[config.mk]
export PLATFORM = sky130hd
export DESIGN_NAME = tone_gen_flat
export DESIGN_NICKNAME = d
export VERILOG_FILES = /design/src/rtl/tone_gen_if.sv /design/src/rtl/tone_gen.sv /design/src/flat_wrapper.sv
export SDC_FILE = /design/constraint.sdc
export NUM_CORES = 1
export LEC_CHECK = 0
export ABC_AREA = 0
export ABC_CLOCK_PERIOD_IN_PS = 5400
export CAP_MARGIN = 20
export CORE_UTILIZATION = 46
export DETAILED_ROUTE_END_ITERATION = 12
export DONT_BUFFER_PORTS = 1
export GPL_TIMING_DRIVEN = 0
export HOLD_SLACK_MARGIN = 0.15
export PLACE_DENSITY_LB_ADDON = 0.1
export SYNTH_ARGS = -nofsm -noshare
export SYNTH_HDL_FRONTEND = slang
export SYNTH_SLANG_ARGS = --single-unit
[constraint.sdc]
create_clock -name clk_144 -period 5.4 [get_ports clk_144]
set_input_delay 0.54 -clock clk_144 [delete_from_list [all_inputs] [get_ports clk_144]]
set_output_delay 0.54 -clock clk_144 [all_outputs]
set_load 0.03 [all_outputs]
[src/rtl/tone_gen_if.sv]
// tone_gen_if: control inputs and the 16-bit signed sample stream of the tone source.
// master = tone_gen (drives samples); slave = the controller/consumer side.
interface tone_gen_if #(
  parameter int PHASE_W = 16
);
  logic                  enable;
  logic [PHASE_W-1:0]    toneInc;
  logic [2:0]            ampShift;
  logic signed [15:0]    toneOut;
  logic                  sampleValid;

  modport master (
    input  enable,
    input  toneInc,
    input  ampShift,
    output toneOut,
    output sampleValid
  );

  modport slave (
    output enable,
    output toneInc,
    output ampShift,
    input  toneOut,
    input  sampleValid
  );
endinterface

[src/rtl/tone_gen.sv]
// tone_gen: phase-accumulator sine source, quarter-wave LUT, one strobed sample per CLKS_PER_SAMPLE clocks.
// Build macro TONE_AMP_EN adds an ampShift arithmetic-shift attenuator; LUT_AW is limited to 1..6 and PHASE_W-2.
module tone_gen #(
  parameter int CLKS_PER_SAMPLE = 3,
  parameter int PHASE_W         = 16,
  parameter int LUT_AW          = 6
) (
  input  logic       clk_144,
  input  logic       reset_n,
  tone_gen_if.master tone
);

  localparam int DIV_W      = (CLKS_PER_SAMPLE > 1) ? $clog2(CLKS_PER_SAMPLE) : 1;
  localparam int LUT_N      = 1 << LUT_AW;
  localparam int BASE_SHIFT = 6 - LUT_AW;
  localparam logic [LUT_AW:0]  LUT_TOP  = LUT_N[LUT_AW:0];
  localparam logic [DIV_W-1:0] DIV_LAST = DIV_W'(CLKS_PER_SAMPLE - 1);

  logic [DIV_W-1:0]   div_cnt_q, div_cnt_d;
  logic [PHASE_W-1:0] phase_q, phase_d;
  logic signed [15:0] tone_q, tone_d;
  logic               valid_q, valid_d;
  logic               tick;

  logic [1:0]         quad;
  logic [LUT_AW-1:0]  idx;
  logic [LUT_AW:0]    lut_addr;
  logic [6:0]         base_addr;
  logic [15:0]        mag;
  logic signed [15:0] sine_val;
  logic signed [15:0] shaped;

  // Quarter-wave table at 64-step resolution; smaller LUT_AW reads every 2^(6-LUT_AW)-th entry.
  function automatic logic [14:0] quarter_sine(input logic [6:0] k);
    logic [14:0] v;
    case (k)
      7'd0:  v = 15'd0;     7'd1:  v = 15'd804;   7'd2:  v = 15'd1608;  7'd3:  v = 15'd2410;
      7'd4:  v = 15'd3212;  7'd5:  v = 15'd4011;  7'd6:  v = 15'd4808;  7'd7:  v = 15'd5602;
      7'd8:  v = 15'd6393;  7'd9:  v = 15'd7179;  7'd10: v = 15'd7962;  7'd11: v = 15'd8739;
      7'd12: v = 15'd9512;  7'd13: v = 15'd10278; 7'd14: v = 15'd11039; 7'd15: v = 15'd11793;
      7'd16: v = 15'd12539; 7'd17: v = 15'd13279; 7'd18: v = 15'd14010; 7'd19: v = 15'd14732;
      7'd20: v = 15'd15446; 7'd21: v = 15'd16151; 7'd22: v = 15'd16846; 7'd23: v = 15'd17530;
      7'd24: v = 15'd18204; 7'd25: v = 15'd18868; 7'd26: v = 15'd19519; 7'd27: v = 15'd20159;
      7'd28: v = 15'd20787; 7'd29: v = 15'd21403; 7'd30: v = 15'd22005; 7'd31: v = 15'd22594;
      7'd32: v = 15'd23170; 7'd33: v = 15'd23731; 7'd34: v = 15'd24279; 7'd35: v = 15'd24811;
      7'd36: v = 15'd25329; 7'd37: v = 15'd25832; 7'd38: v = 15'd26319; 7'd39: v = 15'd26790;
      7'd40: v = 15'd27245; 7'd41: v = 15'd27683; 7'd42: v = 15'd28105; 7'd43: v = 15'd28510;
      7'd44: v = 15'd28898; 7'd45: v = 15'd29268; 7'd46: v = 15'd29621; 7'd47: v = 15'd29956;
      7'd48: v = 15'd30273; 7'd49: v = 15'd30571; 7'd50: v = 15'd30852; 7'd51: v = 15'd31113;
      7'd52: v = 15'd31356; 7'd53: v = 15'd31580; 7'd54: v = 15'd31785; 7'd55: v = 15'd31971;
      7'd56: v = 15'd32137; 7'd57: v = 15'd32285; 7'd58: v = 15'd32412; 7'd59: v = 15'd32521;
      7'd60: v = 15'd32609; 7'd61: v = 15'd32678; 7'd62: v = 15'd32728; 7'd63: v = 15'd32757;
      7'd64: v = 15'd32767;
      default: v = 15'd0;
    endcase
    return v;
  endfunction

  assign tick = (div_cnt_q == DIV_LAST);

  // Lookup is purely combinational from phase; odd quadrants read the table mirrored.
  assign quad = phase_q[PHASE_W-1 -: 2];
  assign idx  = phase_q[PHASE_W-3 -: LUT_AW];

  always_comb begin
    lut_addr  = quad[0] ? (LUT_TOP - {1'b0, idx}) : {1'b0, idx};
    base_addr = 7'(lut_addr) << BASE_SHIFT;
    mag       = {1'b0, quarter_sine(base_addr)};
    sine_val  = quad[1] ? -$signed(mag) : $signed(mag);
  end

`ifdef TONE_AMP_EN
  assign shaped = sine_val >>> tone.ampShift;
`else
  logic amp_unused;
  assign amp_unused = ^tone.ampShift;
  assign shaped     = sine_val;
`endif

  always_comb begin
    // NOTE: every signal written here gets a default first, so no path can infer a latch.
    div_cnt_d = tick ? '0 : div_cnt_q + DIV_W'(1);
    phase_d   = phase_q;
    tone_d    = tone_q;
    valid_d   = tick;
    if (tick) begin
      if (tone.enable) begin
        tone_d  = shaped;
        phase_d = phase_q + tone.toneInc;
      end else begin
        tone_d  = '0;
        phase_d = '0;
      end
    end
  end

  // NOTE: non-blocking assignments so every register updates from the same pre-edge values.
  always_ff @(posedge clk_144 or negedge reset_n) begin
    if (!reset_n) begin
      div_cnt_q <= '0;
      phase_q   <= '0;
      tone_q    <= '0;
      valid_q   <= 1'b0;
    end else begin
      div_cnt_q <= div_cnt_d;
      phase_q   <= phase_d;
      tone_q    <= tone_d;
      valid_q   <= valid_d;
    end
  end

  assign tone.toneOut     = tone_q;
  assign tone.sampleValid = valid_q;

endmodule

[src/flat_wrapper.sv]
// flat-port wrapper written by rule: the top's interface ports become plain ports
module tone_gen_flat 
#(
  parameter int CLKS_PER_SAMPLE = 3,
  parameter int PHASE_W         = 16,
  parameter int LUT_AW          = 6
)
  (clk_144, reset_n, tone_enable, tone_toneInc, tone_ampShift, tone_toneOut, tone_sampleValid);
  tone_gen_if #(.PHASE_W(PHASE_W)) tone_i ();
  input  logic clk_144;
  input  logic reset_n;
  input wire logic [$bits(tone_i.enable)-1:0] tone_enable;
  input wire logic [$bits(tone_i.toneInc)-1:0] tone_toneInc;
  input wire logic [$bits(tone_i.ampShift)-1:0] tone_ampShift;
  output wire logic [$bits(tone_i.toneOut)-1:0] tone_toneOut;
  output wire logic [$bits(tone_i.sampleValid)-1:0] tone_sampleValid;
  assign tone_i.enable = tone_enable;
  assign tone_i.toneInc = tone_toneInc;
  assign tone_i.ampShift = tone_ampShift;
  assign tone_toneOut = tone_i.toneOut;
  assign tone_sampleValid = tone_i.sampleValid;
  tone_gen #(.CLKS_PER_SAMPLE(CLKS_PER_SAMPLE), .PHASE_W(PHASE_W), .LUT_AW(LUT_AW)) u_core (.clk_144(clk_144), .reset_n(reset_n), .tone(tone_i));
endmodule
==> impl_metrics.env <==
export IMPL_status="finished, final reports clean"
export IMPL_grt_pass1_wl_mm=25.3
export IMPL_finalHoldViolCount=0
export IMPL_wl_per_cell_um=21.7
export IMPL_syn_area_um2=4700
export IMPL_place_area_um2=4870
export IMPL_num_io_pins=39
export IMPL_cts_setup_buffers=0
export IMPL_end_kind="flop"
export IMPL_relSlewSlack_pct=33.6
export IMPL_vias_per_cell=6.77
export IMPL_syn_to_final_growth_pct=7.19
export IMPL_drive_above_1_share_pct=12.0
export IMPL_drt_drc_violations_left=0
export IMPL_finalWirelength_mm=16.3
export IMPL_fin_crit_sh_pct=96.3
export IMPL_syn_nets=661
export IMPL_clk_pin_slew_ns=0.07
export IMPL_synthTopCellsByCount="nand2_1, nor2_1, o21ai_0, dfrtp_1, a21oi_1"
export IMPL_synth_top_area_share_pct=18.6
export IMPL_clk_latency_ns=0.28
export IMPL_clock_fmax_ghz=0.192
export IMPL_slew_viol_final=0
export IMPL_rsz0062_at_grt="no"
export IMPL_tightest_slew_ns=0.970
export IMPL_gp_congestion=1.03
export IMPL_overflow=0
export IMPL_synth_flop_cell="dfrtp_1"
export IMPL_grt_max_degree=36
export IMPL_maxCapViolCount=0
export IMPL_finClkSkew_ns=0.00362
export IMPL_start_util_pct=47.9
export IMPL_drtAntennaViolNets=0
export IMPL_avgSynthCellArea_um2=7.72
export IMPL_cp_required_ns=5.58
export IMPL_numClockSinks=35
export IMPL_yosysMostFrequentCell="nand2_1"
export IMPL_finalInstanceArea_um2=5040
export IMPL_async_reset_ff_share_pct=100
export IMPL_yosysWarningCount=0
export IMPL_port_buffer_count=0
export IMPL_core_area_um2=9820
export IMPL_synth_cell_types=92
export IMPL_final_util_pct=51.3
export IMPL_num_vias=5087
export IMPL_hp_class="primary input to flop"
export IMPL_die_height_um=103
export IMPL_arrival_ns=5.38
export IMPL_cts_inserted_buffers=5
export IMPL_cts_tree="yes"
export IMPL_drt_iter0_markers=612
export IMPL_final_net_count=669
export IMPL_synth_seq_cells=35
export IMPL_grt_pass1_vias=4657
export IMPL_die_area_um2=10600
export IMPL_setup_violations=0
export IMPL_dp_hpwl_mm=12.2
export IMPL_critical_path_startpoint_type="flop"
export IMPL_cts_htree_levels=2
export IMPL_root_buffer="clkbuf_8"
export IMPL_num_antenna_cells=0
export IMPL_drtPass1Iterations=6
export IMPL_track_usage_pct=31.1
export IMPL_die_w_um=103
export IMPL_whs_ns=0.391
export IMPL_num_rows=36
export IMPL_yosysSeqAreaShare_pct=18.6
export IMPL_cp_max_fo=12
export IMPL_period_needed_ns=5.20
export IMPL_synth_edf_count=0
export IMPL_netlist_instances=609
export IMPL_cts_max_path_buffers=2
export IMPL_path_class="flop to flop"
export IMPL_antenna_found_initial=0
export IMPL_yosys_top_cells_area="dfrtp_1, ha_1, nand2_1, o21ai_0, nor2_1"
export IMPL_yosys_area_top_type="dfrtp_1"
## registers in the layout (all words and copies together), names as in the netlist
signal                   flops
u_core.phase_q              16
u_core.tone.toneOut         16
u_core.div_cnt_q             2
u_core.tone.sampleValid      1
## placed cells by master (no fill, tap or decap), types with 8 or more instances in the layout
cell type,netlist,layout
a211oi_1,10,10
a21oi_1,32,32
buf_2,15,15
clkbuf_1,19,18
dfrtp_1,35,34
ha_1,29,28
inv_1,20,20
mux2i_1,10,10
nand2_1,66,66
nand2b_1,11,11
nand3_1,14,14
nor2_1,46,46
nor3_1,21,21
o21ai_0,43,43
o22ai_1,13,13
o31ai_1,11,11
xnor2_1,17,17
xor2_1,8,8
## cell families after synthesis
logic type               Yosys count  synth area share, %
flip-flops                        35                 18.6
AND/OR/NAND/NOR                  208                 22.2
adder cells (fa/ha/maj)           30                 8.14
AO/OA/AOI/OAI                    226                 35.2
multiplexers                      11                 2.61
buffers and inverters             72                 7.56
XOR/XNOR                          27                 5.59
## what timing repair did
action,4_1_cts,5_1_grt
endpoints found under the setup margin,2,7
hold buffers,2,0
resized for setup,1,4
hold endpoints to repair,35,0
## cell type report
| cell class | instances | area, µm² |
|---|---|---|
| multi-input combinational | 502 | 3500 |
| clock buffer | 6 | 82.6 |
| timing repair buffer | 2 | 30.0 |
| inverter | 24 | 92.6 |
| fill | 1008 | 4780 |
| sequential | 35 | 877 |
| tap | 133 | 166 |
| clock inverter | 2 | 35.0 |
| buffer | 47 | 259 |
## path summary, 6_finish.rpt
path,slack (ns),depth (start not counted),to,startpoint
setup / recovery,0.20,16,u_core.tone.toneOut[13],u_core.phase_q[8]
hold / removal,0.39,2,u_core.phase_q[1],tone_enable
setup reg to reg,0.20,16,u_core.tone.toneOut[13],u_core.phase_q[8]
hold reg to reg,0.43,1,u_core.div_cnt_q[0],u_core.div_cnt_q[0]
max in group asynchronous,4.52,2,u_core.tone.toneOut[9],reset_n
min in group asynchronous,0.70,2,u_core.phase_q[7],reset_n
## through the flow
step,std cells,setup slack (ns),TNS (ns)
5_1_grt,751,0.0884,0
3_3_place_gp,742,-0.144,-0.269
4_1_cts,751,0.0987,0
6_report,751,0.200,0
2_1_floorplan,609,1.04,0
3_5_place_dp,742,-0.198,-0.393
## worst max-delay path, cell delays in order (launching register included)
cell	delay [ns]
dfrtp_2	0.53
buf_2	0.27
inv_1	0.24
ha_4	0.41
nand2_1	0.10
o21ai_4	0.20
ha_1	0.34
clkbuf_1	0.29
o21ai_0	0.27
o221ai_1	0.18
a221oi_2	0.38
a211oi_1	0.15
o31ai_2	0.40
nand2_1	0.12
or4b_1	0.57
or3_1	0.41
a31o_1	0.23
## per-layer routing
layer / wire [µm] / part of all wire [%] / global-route usage, %
met2: 7310 / 45 / 51.3
met5: 0 / 0 / 0
met3: 1690 / 10 / 3.59
met4: 682 / 4.2 / 14.8
met1: 6580 / 40 / 40.5
Power is left out: the tool's default activity adds up to more than one toggle a clock period on the data nets, which glitch-free logic cannot reach.
==> edit 1: new RTL, same flow settings <==
Build with the macro `TONE_AMP_EN` defined.
--- a/src/rtl/tone_gen.sv
+++ b/src/rtl/tone_gen.sv
@@ -1,5 +1,7 @@
 // tone_gen: phase-accumulator sine source, quarter-wave LUT, one strobed sample per CLKS_PER_SAMPLE clocks.
 // Build macro TONE_AMP_EN adds an ampShift arithmetic-shift attenuator; LUT_AW is limited to 1..6 and PHASE_W-2.
+`define TONE_AMP_EN
+
 module tone_gen #(
   parameter int CLKS_PER_SAMPLE = 3,
   parameter int PHASE_W         = 16,
Function: changed (Yosys sat finds a counterexample within 10 cycles, from zero or initial values and one cycle with reset_n low).
==> edit 1 against the original RTL <==
Sequential cell count did not move. Maximum frequency increased by 1.4%. Hold slack better by 13 ps. First-iteration DRC count down 14%. Via count up 13%. Routed wire length increased by 12%. Worst setup slack better by 70 ps. Final area increased by 14%. Die area increased by 12%. Highest routed layer unchanged. Synthesized area is 12% higher.
Power is not shown: default switching activity piles up to over one toggle a cycle in this logic, so the estimate is an artifact.
==> edit 1: results (changes against the original RTL) <==
| Metric | Value |
|---|---|
| Outcome | `finished, final reports clean` |
| Initial antenna violation count | `1 (+1)` |
| Dpl ws | `-759 ps (-561 ps)` |
| Layout Nets | `765 (+14%)` |
| Cell variety after synth | `85 (-7.6%)` |
| Global-route wire length before repair | `28.4 mm (+12%)` |
| Total GRT Usage | `31.2% (+0.11 points)` |
| Synth top area cells | `dfrtp_1, ha_1, nand2_1` |
| RePlAce Congestion | `1.03 (-0.41%)` |
| Max incr delay on CP | `420 ps (-150 ps)` |
| Sequential share of the synthesized area | `16.7% (-2.0 points)` |
| Number of global-route vias before repair | `5286 (+14%)` |
| Worst-Margin Slew | `673 ps (-298 ps)` |
| Post-Route WL | `18.2 mm (+12%)` |
| Root Driver | `clkbuf_16` |
| CTS clk-pin slew, worst paths | `50 ps (-20 ps)` |
| Pre-antenna DRT Iters | `5 (-1)` |
| Count of input and output buffers | `0 (unchanged)` |
| Detailed Route Iter0 Violations | `525 (-14%)` |
| Detailed placement HPWL | `13.5 mm (+11%)` |
| Slowest CP cell | `ha_2` |
| Layout cells sized above 1 | `13.2% (+1.2 points)` |
| Worst-path fanout max | `10 (-2)` |
| DR vias | `5731 (+13%)` |
| Clock Skews | `5.61 ps (+2.00 ps)` |
| Final hold viol count | `0 (unchanged)` |
| Critical Path AT | `5330 ps (-50 ps)` |
[edit 1: cell types whose count changed after synthesis, sizes merged, moves of 9 or more]
cell   delta
nor2b     +9
a21oi    +18
nor2     +10
mux2i    +13
[edit 1: path summary, 6_finish.rpt]
check / from / cells past startpoint / to / slack [ps]
min in group asynchronous: reset_n / 2 / u_core.tone.toneOut[4] / 740
worst min-delay path: tone_enable / 2 / u_core.phase_q[1] / 400
worst max-delay path: u_core.phase_q[8] / 21 / u_core.tone.toneOut[11] / 270
max in group asynchronous: reset_n / 2 / u_core.phase_q[8] / 4470
worst min register to register: u_core.div_cnt_q[0] / 1 / u_core.div_cnt_q[0] / 430
worst max register to register: u_core.phase_q[8] / 21 / u_core.tone.toneOut[11] / 270
[edit 1: layer usage]
metal / part of all wire, % / up-vias / track usage (%)
met5: 0 / - / 0
met4: 2.9 / 0 / 11.8
met3: 11 / 53 / 9.38
met2: 43 / 364 / 46.1
met1: 42 / 2675 / 42.4
li1: - / 2639 / -
[edit 1: final cells by class]
cell class	count	area [sq um]
fill	1089	5240
timing repair buffer	11	97.6
clock inverter	1	5.00
clock buffer	7	133
buffer	56	298
tap	140	175
inverter	21	87.6
sequential	35	877
multi-input combinational	583	4070
[edit 1: cell families after synthesis]
kind of cell | after synthesis | synth area share [%]
DFF | 35 | 16.7
and+or+nand+nor | 232 | 21.3
muxes | 30 | 6.31
buffers and inverters | 79 | 7.28
adders and majority gates | 30 | 7.28
xor gates and xnor gates | 31 | 5.88
AOI/OAI and AO/OA | 260 | 35.3
[edit 1: worst max-delay path: cells and delay by family, from the launching register on]
kind,cells,cell delay (ps)
compound gates,6,1580
xor+xnor,1,220
fa+ha+maj,3,820
buf+inv,5,930
flops,1,390
mux,2,530
simple gates,4,560
[edit 1: per-stage QoR]
| stage | instances | hold slack [ps] |
|---|---|---|
| after floorplan | 697 | 244 |
| after global placement | 837 | 245 |
| after detailed placement | 837 | 245 |
| after CTS | 847 | 400 |
| after global routing | 854 | 410 |
| final | 854 | 405 |
[edit 1: what timing repair did]
action | in CTS | in global routing
hold buffers | 2 | 0
endpoints found under the hold margin | 35 | 0
buffers inserted | 1 | 8
endpoints found under the setup margin | 16 | 14
pin swaps | 0 | 0
resized for setup | 7 | 12
==> edit 2: new RTL, same flow settings <==
Made on the original files. Reset style: synchronous (`reset_n`), changed in one clocked block.
--- a/src/rtl/tone_gen.sv
+++ b/src/rtl/tone_gen.sv
@@ -95,7 +95,7 @@
   end
 
   // NOTE: non-blocking assignments so every register updates from the same pre-edge values.
-  always_ff @(posedge clk_144 or negedge reset_n) begin
+  always_ff @(posedge clk_144) begin
     if (!reset_n) begin
       div_cnt_q <= '0;
       phase_q   <= '0;
Behaviour: differs if reset_n is asserted again (counterexample within 4 cycles, from zero or initial values and one cycle with reset_n low); with reset_n held inactive, the same outputs for 10 cycles.
==> edit 2 against the original RTL <==
Non-clock buffer count rose by 8. Count of clock-buffer cells in the layout fell by 1. Critical path depth did not move. Maximum frequency rose by 1.4%. Sequential cell count did not move. Final area fell by 4.1%. Routed wire length rose by 3.4%. Hold slack improved by 16 ps. Worst setup slack improved by 69 ps. Synthesized area fell by 3.2%. Highest routed layer unchanged.
Power is left out: it rests on default switching activity, and per cell area and clock period it moved more than threefold.
==> edit 2: results (changes against the original RTL) <==
| Metric | Value |
|---|---|
| FILL cells | `966 (-4.2%)` |
| CTS clk-pin slew, worst paths | `80 ps` |
| Wire length per cell | `22.1 um (+1.9%)` |
| Cell variety after synth | `85 (-7.6%)` |
| Outcome | `finished, final reports clean` |
| Min-delay worst type | `input pin to register` |
| TritonCTS Buffers | `5 (unchanged)` |
| Final hold slack | `408 ps (+16.5 ps)` |
| Detailed Route Iter0 Violations | `515 (-16%)` |
| Vias per cell | `6.77 (about the same)` |
| Critical Path AT | `5300 ps (-80 ps)` |
| Sequential share of the synthesized area | `15.4% (-3.2 points)` |
| Clock Skews | `5.09 ps (+1.48 ps)` |
| Post-synth ARST share | `0% (-100 points)` |
| Root Driver | `clkbuf_8` |
| Largest net degree at the start of global routing | `16 (-56%)` |
| Syn Nets | `681 (+3.0%)` |
| Global-route wire length before repair | `25.3 mm (-0.32%)` |
| Total GRT Usage | `32.3% (+1.2 points)` |
| Worst-Margin Slew | `1020 ps (+52.2 ps)` |
| Cell Area, Placed | `0.00471 sq mm (-3.1%)` |
| Synth top cells by count | `nand2_1, o21ai_0, a21oi_1, nor2_1, dfxtp_1` |
| Worst-path fanout max | `15 (+3)` |
| Layout Nets | `686 (+2.5%)` |
| FF-to-FF setup slack | `270 ps (+70 ps)` |
| RePlAce Congestion | `0.966 (-6.6%)` |
| Number of global-route vias before repair | `4530 (-2.7%)` |
| Detailed placement HPWL | `12.5 mm (+2.6%)` |
| Main synth FF type | `dfxtp_1` |
| Synth top area cells | `dfxtp_1, ha_1, o21ai_0` |
edit 2: changes by cell type in the layout (fill, tap and decap cells not counted), sizes merged, moves of 7 or more:
cell,change
mux2i,-7
xor2,+8
o31ai,-9
inv,-13
dfxtp,+35
nor2,-9
dfrtp,-35
nand2b,+8
o211ai,+7
edit 2: kinds of logic (layout without fill, tap and decap cells):
logic type      after synthesis  after routing  synth area share (%)
simple gates                221            221                  25.0
flops                        35             35                  15.4
xor+xnor                     32             32                  6.49
mux                           8              8                  2.15
fa+ha+maj                    32             32                  8.97
compound gates              229            229                  34.9
buf+inv                      70             76                  7.12
edit 2: layer usage:
| metal | up-vias | share of wire (%) | global-route usage (%) | wire [um] |
|---|---|---|---|---|
| met2 | 344 | 43 | 49.0 | 7280 |
| met1 | 2398 | 41 | 43.6 | 6940 |
| met4 | 0 | 3.7 | 12.3 | 629 |
| li1 | 2355 | - | - | - |
| met5 | - | 0 | 0 | 0 |
| met3 | 60 | 12 | 8.56 | 1950 |
edit 2: critical path, stage by stage, from the launching register on:
cell	delay, ps
dfxtp_2	480
clkbuf_2	290
inv_1	280
ha_1	530
mux2_4	440
clkinv_2	240
ha_1	210
clkbuf_2	290
o21ai_0	130
o221ai_1	280
o211ai_1	120
a311oi_1	470
nor3b_2	330
o211ai_2	170
o41ai_1	470
xor2_1	190
o21ai_1	70
edit 2: cell type report:
class | instances | area, sq um | share of cell area (%)
plain buffers | 56 | 274 | 5.67
clock buffers | 5 | 68.8 | 1.42
clock inverters | 3 | 43.8 | 0.906
repair buffers | 1 | 5.00 | 0.104
well taps | 129 | 161 | 3.34
inverters | 11 | 42.5 | 0.880
multi-input cells | 522 | 3530 | 73.1
flip-flops and latches | 35 | 702 | 14.5
edit 2: timing repair:
| item | CTS | global route |
|---|---|---|
| endpoints found under the setup margin | 13 | 11 |
| hold endpoints to repair | 0 | 0 |
| setup buffers | 0 | 0 |
| gates resized for setup | 5 | 2 |
edit 2: per-stage QoR:
| stage | setup WS, ps | cells |
|---|---|---|
| floorplan | 1080 | 627 |
| global placement | -421 | 756 |
| detailed placement | -390 | 757 |
| CTS | 55.1 | 763 |
| global route | 24.9 | 762 |
| finish | 270 | 762 |
edit 2: final timing paths:
path | from | endpoint | cells after the start
max | u_core.phase_q[8] | u_core.tone.toneOut[11] | 16
min | reset_n | u_core.tone.sampleValid | 1
max reg2reg | u_core.phase_q[8] | u_core.tone.toneOut[11] | 16
min reg2reg | u_core.div_cnt_q[0] | u_core.div_cnt_q[0] | 1
